--- config.mk ---
export PLATFORM = sky130hd
export DESIGN_NAME = fa_21bit
export DESIGN_NICKNAME = d
export VERILOG_FILES = /design/src/rtl/fa_21bit_pkg.sv /design/src/rtl/fa_21bit_cla4_group.sv /design/src/rtl/fa_21bit.sv
export SDC_FILE = /design/constraint.sdc
export NUM_CORES = 1
export LEC_CHECK = 0
export BUFFER_PORTS_ARGS = -buffer_cell sky130_fd_sc_hd__buf_2
export CAP_MARGIN = 0
export CORE_MARGIN = 4
export CORE_UTILIZATION = 54
export CTS_CLUSTER_DIAMETER = 40
export DETAILED_ROUTE_END_ITERATION = 10
export PLACE_DENSITY = 0.95
export SLEW_MARGIN = 20
export SYNTH_ARGS = -nofsm -noshare
export SYNTH_HDL_FRONTEND = slang
export SYNTH_HIERARCHICAL = 1
export SYNTH_SLANG_ARGS = --single-unit
--- constraint.sdc ---
create_clock -name clk -period 5.2 [get_ports clk]
set_input_delay 0.78 -clock clk [delete_from_list [all_inputs] [get_ports clk]]
set_output_delay 0.78 -clock clk [all_outputs]
set_load 0.005 [all_outputs]
--- src/rtl/fa_21bit_pkg.sv ---
`default_nettype none
// ============================================================================
// Module      : fa_21bit_pkg
// Description : Shared constants and helpers for the fa_21bit adder:
//               default operand width, carry-lookahead group size, and the
//               number of groups needed to cover a given width.
// Ports       : none (package)
// Revision    : 1.0 - initial release
// ============================================================================
package fa_21bit_pkg;

  localparam int FA_WIDTH  = 21;
  localparam int CLA_GROUP = 4;

  // Number of CLA groups covering 'width' bits; the last may be partial.
  function automatic int fa_group_count(input int width);
    return (width + CLA_GROUP - 1) / CLA_GROUP;
  endfunction

endpackage : fa_21bit_pkg
`default_nettype wire

--- src/rtl/fa_21bit_cla4_group.sv ---
`default_nettype none
// ============================================================================
// Module      : cla4_group
// Description : One 4-bit carry-lookahead group. Produces the group sum,
//               group generate and group propagate. Bits outside i_mask are
//               padding: they generate nothing, propagate unconditionally
//               and contribute a zero sum bit, so a partial top group still
//               reports the carry out of its last valid bit.
// Ports       : i_a, i_b   - 4-bit operand slices
//               i_cin      - carry into bit 0 of the group
//               i_mask     - 1 marks a valid bit position
//               o_sum      - 4-bit sum (padding bits forced to 0)
//               o_g, o_p   - group generate / propagate
// Revision    : 1.0 - initial release
// ============================================================================
module cla4_group
  import fa_21bit_pkg::*;
(
  input  logic [CLA_GROUP-1:0] i_a,
  input  logic [CLA_GROUP-1:0] i_b,
  input  logic                 i_cin,
  input  logic [CLA_GROUP-1:0] i_mask,
  output logic [CLA_GROUP-1:0] o_sum,
  output logic                 o_g,
  output logic                 o_p
);

  logic [CLA_GROUP-1:0] w_g;
  logic [CLA_GROUP-1:0] w_p;
  logic [CLA_GROUP-1:0] w_c;

  always_comb begin
    w_g = i_a & i_b & i_mask;
    // Padding bits propagate so the group carry passes straight through them.
    w_p = (i_a ^ i_b) | ~i_mask;

    w_c[0] = i_cin;
    w_c[1] = w_g[0] | (w_p[0] & i_cin);
    w_c[2] = w_g[1] | (w_p[1] & w_g[0]) | (w_p[1] & w_p[0] & i_cin);
    w_c[3] = w_g[2] | (w_p[2] & w_g[1]) | (w_p[2] & w_p[1] & w_g[0])
           | (w_p[2] & w_p[1] & w_p[0] & i_cin);

    o_g = w_g[3] | (w_p[3] & w_g[2]) | (w_p[3] & w_p[2] & w_g[1])
        | (w_p[3] & w_p[2] & w_p[1] & w_g[0]);
    o_p = &w_p;

    o_sum = (i_a ^ i_b ^ w_c) & i_mask;
  end

endmodule : cla4_group
`default_nettype wire

--- src/rtl/fa_21bit.sv ---
`default_nettype none
// ============================================================================
// Module      : fa_21bit
// Description : Parameterized adder {cout, S} = A + B + cin built from 4-bit
//               carry-lookahead groups with a rippled group carry, plus a
//               registered copy of the result and a signed-overflow flag.
// Ports       : clk, rst_n  - clock, synchronous active-low reset
//               A, B, cin   - operands and carry in
//               en          - register load enable
//               S, cout     - combinational sum and carry out
//               S_q, cout_q - registered sum and carry out
//               ovf_q       - registered signed overflow
//               valid_q     - a result has been loaded since reset
// Revision    : 1.0 - initial release
// ============================================================================
module fa_21bit
  import fa_21bit_pkg::*;
#(
  parameter int WIDTH = FA_WIDTH
) (
  input  logic             clk,
  input  logic             rst_n,
  input  logic [WIDTH-1:0] A,
  input  logic [WIDTH-1:0] B,
  input  logic             cin,
  input  logic             en,
  output logic [WIDTH-1:0] S,
  output logic             cout,
  output logic [WIDTH-1:0] S_q,
  output logic             cout_q,
  output logic             ovf_q,
  output logic             valid_q
);

  localparam int NG = fa_group_count(WIDTH);
  localparam int PW = NG * CLA_GROUP;

  logic [PW-1:0] w_a_pad;
  logic [PW-1:0] w_b_pad;
  logic [PW-1:0] w_mask;
  logic [PW-1:0] w_sum_pad;
  logic [NG-1:0] w_g;
  logic [NG-1:0] w_p;
  logic [NG:0]   w_c;
  logic          w_ovf;

  always_comb begin
    w_a_pad            = '0;
    w_b_pad            = '0;
    w_a_pad[WIDTH-1:0] = A;
    w_b_pad[WIDTH-1:0] = B;
  end

  for (genvar i = 0; i < PW; i++) begin : g_mask
    assign w_mask[i] = (i < WIDTH);
  end

  assign w_c[0] = cin;

  for (genvar k = 0; k < NG; k++) begin : g_grp
    cla4_group u_grp (
      .i_a    (w_a_pad[k*CLA_GROUP +: CLA_GROUP]),
      .i_b    (w_b_pad[k*CLA_GROUP +: CLA_GROUP]),
      .i_cin  (w_c[k]),
      .i_mask (w_mask[k*CLA_GROUP +: CLA_GROUP]),
      .o_sum  (w_sum_pad[k*CLA_GROUP +: CLA_GROUP]),
      .o_g    (w_g[k]),
      .o_p    (w_p[k])
    );
    // Group carry ripple; the group's own carry out is this same term.
    assign w_c[k+1] = w_g[k] | (w_p[k] & w_c[k]);
  end

  // Padding sum bits of a partial top group are always zero and not needed.
  if (PW > WIDTH) begin : g_pad
    logic [PW-WIDTH-1:0] w_pad_unused;
    assign w_pad_unused = w_sum_pad[PW-1:WIDTH];
  end

  assign S     = w_sum_pad[WIDTH-1:0];
  assign cout  = w_c[NG];
  assign w_ovf = (A[WIDTH-1] == B[WIDTH-1]) && (S[WIDTH-1] != A[WIDTH-1]);

  always_ff @(posedge clk) begin
    if (!rst_n) begin
      S_q     <= '0;
      cout_q  <= 1'b0;
      ovf_q   <= 1'b0;
      valid_q <= 1'b0;
    end else if (en) begin
      S_q     <= S;
      cout_q  <= cout;
      ovf_q   <= w_ovf;
      valid_q <= 1'b1;
    end
  end

endmodule : fa_21bit
`default_nettype wire

==> impl_metrics.env <==
export IMPL_met3_usage_pct=1.37
export IMPL_insertedDiodeCount=0
export IMPL_via_count_of_the_first_global_routing_pass=2384
export IMPL_setup_worst_path_start_class="input pin"
export IMPL_grt_first_pass_wirelength_microns=9900
export IMPL_clock_buffer_count_from_cts=3
export IMPL_cts_num_sinks=24
export IMPL_globalplace_congestion=0.916
export IMPL_dp_final_hpwl_microns=4920
export IMPL_global_route_track_usage_on_met2_pct=42.9
export IMPL_outcome="finished clean"
export IMPL_setup_viol=0
export IMPL_worst_endpoint_arrival_ps=3370
export IMPL_final_cell_mix="sky130_fd_sc_hd__conb_1, sky130_fd_sc_hd__buf_2, sky130_fd_sc_hd__nand2_1"
export IMPL_fin_crit_ps=4150
export IMPL_busiest_metal_layer_after_global_routing="met2"
export IMPL_routed_via_density=4.88
export IMPL_clock_skew_ps=0
export IMPL_tritoncts="done"
export IMPL_timing_final_max_slew_violations=0
export IMPL_totalWireLength_microns=5980
export IMPL_crit_slowest_cell="sky130_fd_sc_hd__a211o_1"
export IMPL_clockBufferDepth=2
export IMPL_setup_repair_after_global_routing_missed_its_margin="false"
export IMPL_drc_errors=0
export IMPL_overflow=0
export IMPL_gr_usage_met1_pct=26.8
export IMPL_clock_edge_transition_at_the_registers_on_the_reported_setup_and_hold_paths_ps=90
export IMPL_drive_gt1_share_pct=26.7
export IMPL_critical_path_class="input pin to output pin"
export IMPL_drt_pre_antenna_iters=6
export IMPL_die_x_extent_microns=73.8
export IMPL_initial_utilization_pct=57.3
export IMPL_holdCritStartpoint="valid_q"
export IMPL_cts_root_buffer_cell="sky130_fd_sc_hd__clkbuf_8"
export IMPL_placed_cells_incl_taps=491
export IMPL_relSlewSlack_pct=48.5
export IMPL_p_leak_uw=0.00174
export IMPL_post_cts_resize_count=0
export IMPL_post_cts_setup_buffer_count=0
export IMPL_via_count=2416
export IMPL_critical_path_endpoint_type="output pin"
export IMPL_netlist_area_sq_um=2340
export IMPL_pwrdens_nw_per_um2=192
export IMPL_syn_area_per_cell_sq_um=8.97
export IMPL_antenna_found_initial=0
export IMPL_irDropWorstVdd_v=0.000111
export IMPL_floorplan_rows=23
export IMPL_slowest_delay_ps=340
export IMPL_clock_fmax_ghz=0.241
export IMPL_critical_path_cell_chain="buf_2 -> ha_1 -> nand2b_1 -> a32o_1 -> a21oi_1 -> o21ai_0 -> a211o_1 -> a21o_1 -> a21o_1 -> a22oi_2 -> xnor2_1 -> and2_2 -> buf_2"
export IMPL_routed_wire_length_per_instance_microns=12.1
export IMPL_layoutNonFillerInstCount=495
export IMPL_syn_inst=261
export IMPL_crit_fanout=5
export IMPL_worstMarginPinSlew_ps=773
export IMPL_areaGrowthSynthToFinish_pct=37.8
export IMPL_commonest_non_fill_non_tap_cell_in_the_layout="sky130_fd_sc_hd__conb_1"
export IMPL_die_height_microns=73.8
export IMPL_cp_data_required_time_ps=4420
export IMPL_grt_use_total_pct=22.4
export IMPL_tns_ps=0
export IMPL_grt_start_max_net_pins=27
export IMPL_design_core_area_sq_um=4090
export IMPL_drt_iter0_drc=126
export IMPL_insertion_delay_ps=270
export IMPL_worst_setup_path_startpoint="A[5]"
export IMPL_timing_rr_start="cout_q"
export IMPL_min_delay_path_class="flop to flop"
export IMPL_io_port_bufs=91
export IMPL_yosysWarningCount=6
export IMPL_top_level_ports=92
export IMPL_final_period_utilization_pct=79.8
export IMPL_holdBufCountCts=0
export IMPL_cts_htree_levels=1
export IMPL_ant_nets=0
export IMPL_layout_nets=516
export IMPL_final_hold_violation_count=0
export IMPL_fp_dieArea_sq_um=5450
export IMPL_cap_viol_max_count=0
final cells by class:
| cell class | count | area [sq um] |
|---|---|---|
| well taps | 50 | 62.6 |
| multi-input cells | 326 | 2170 |
| flip-flops and latches | 24 | 480 |
| repair buffers | 91 | 455 |
| clock buffers | 4 | 55.1 |
| fillers | 291 | 860 |
report_power, final:
part | internal, uW | switching (uW) | total (uW)
sequential | 198 | 6.79 | 205
combinational | 136 | 143 | 279
clock | 67.8 | 67.8 | 136
total | 401 | 218 | 619
metal layers:
layer  part of all wire (%)  routed length [microns]  vias to the layer above
met5                      0                        0                        -
met4                   0.54                       32                        0
met3                    5.9                      350                        4
met2                     51                     3040                       82
met1                     43                     2550                     1085
li1                       -                        -                     1245
registers in the layout (all words and copies together), names as in the netlist:
| name | count |
|---|---|
| S_q | 21 |
| cout_q | 1 |
| ovf_q | 1 |
| valid_q | 1 |
worst paths after layout:
path	to	slack, ps	cells after the start
min	valid_q	470	1
max	S[17]	1050	13
max reg2reg	cout_q	4380	3
min reg2reg	valid_q	470	1
per-stage QoR:
step	hold slack [ps]	power [uW]	setup slack [ps]	util [%]	instance area (sq um)
after CTS	474	620	1060	79.0	3230
after global routing	523	669	882	79.0	3230
after detailed placement	450	484	1060	77.6	3170
after floorplan	464	395	1450	-	2690
after global placement	442	475	1140	77.6	3170
final	469	619	1050	79.0	3230
worst max-delay path: cells and delay by family:
kind | cells | cell delay, ps
AOI/OAI and AO/OA | 7 | 1580
and+or+nand+nor | 2 | 360
adders and majority gates | 1 | 300
buffers and inverters | 2 | 210
xor gates and xnor gates | 1 | 150
Note: power is estimated with default switching activity, not from simulation.
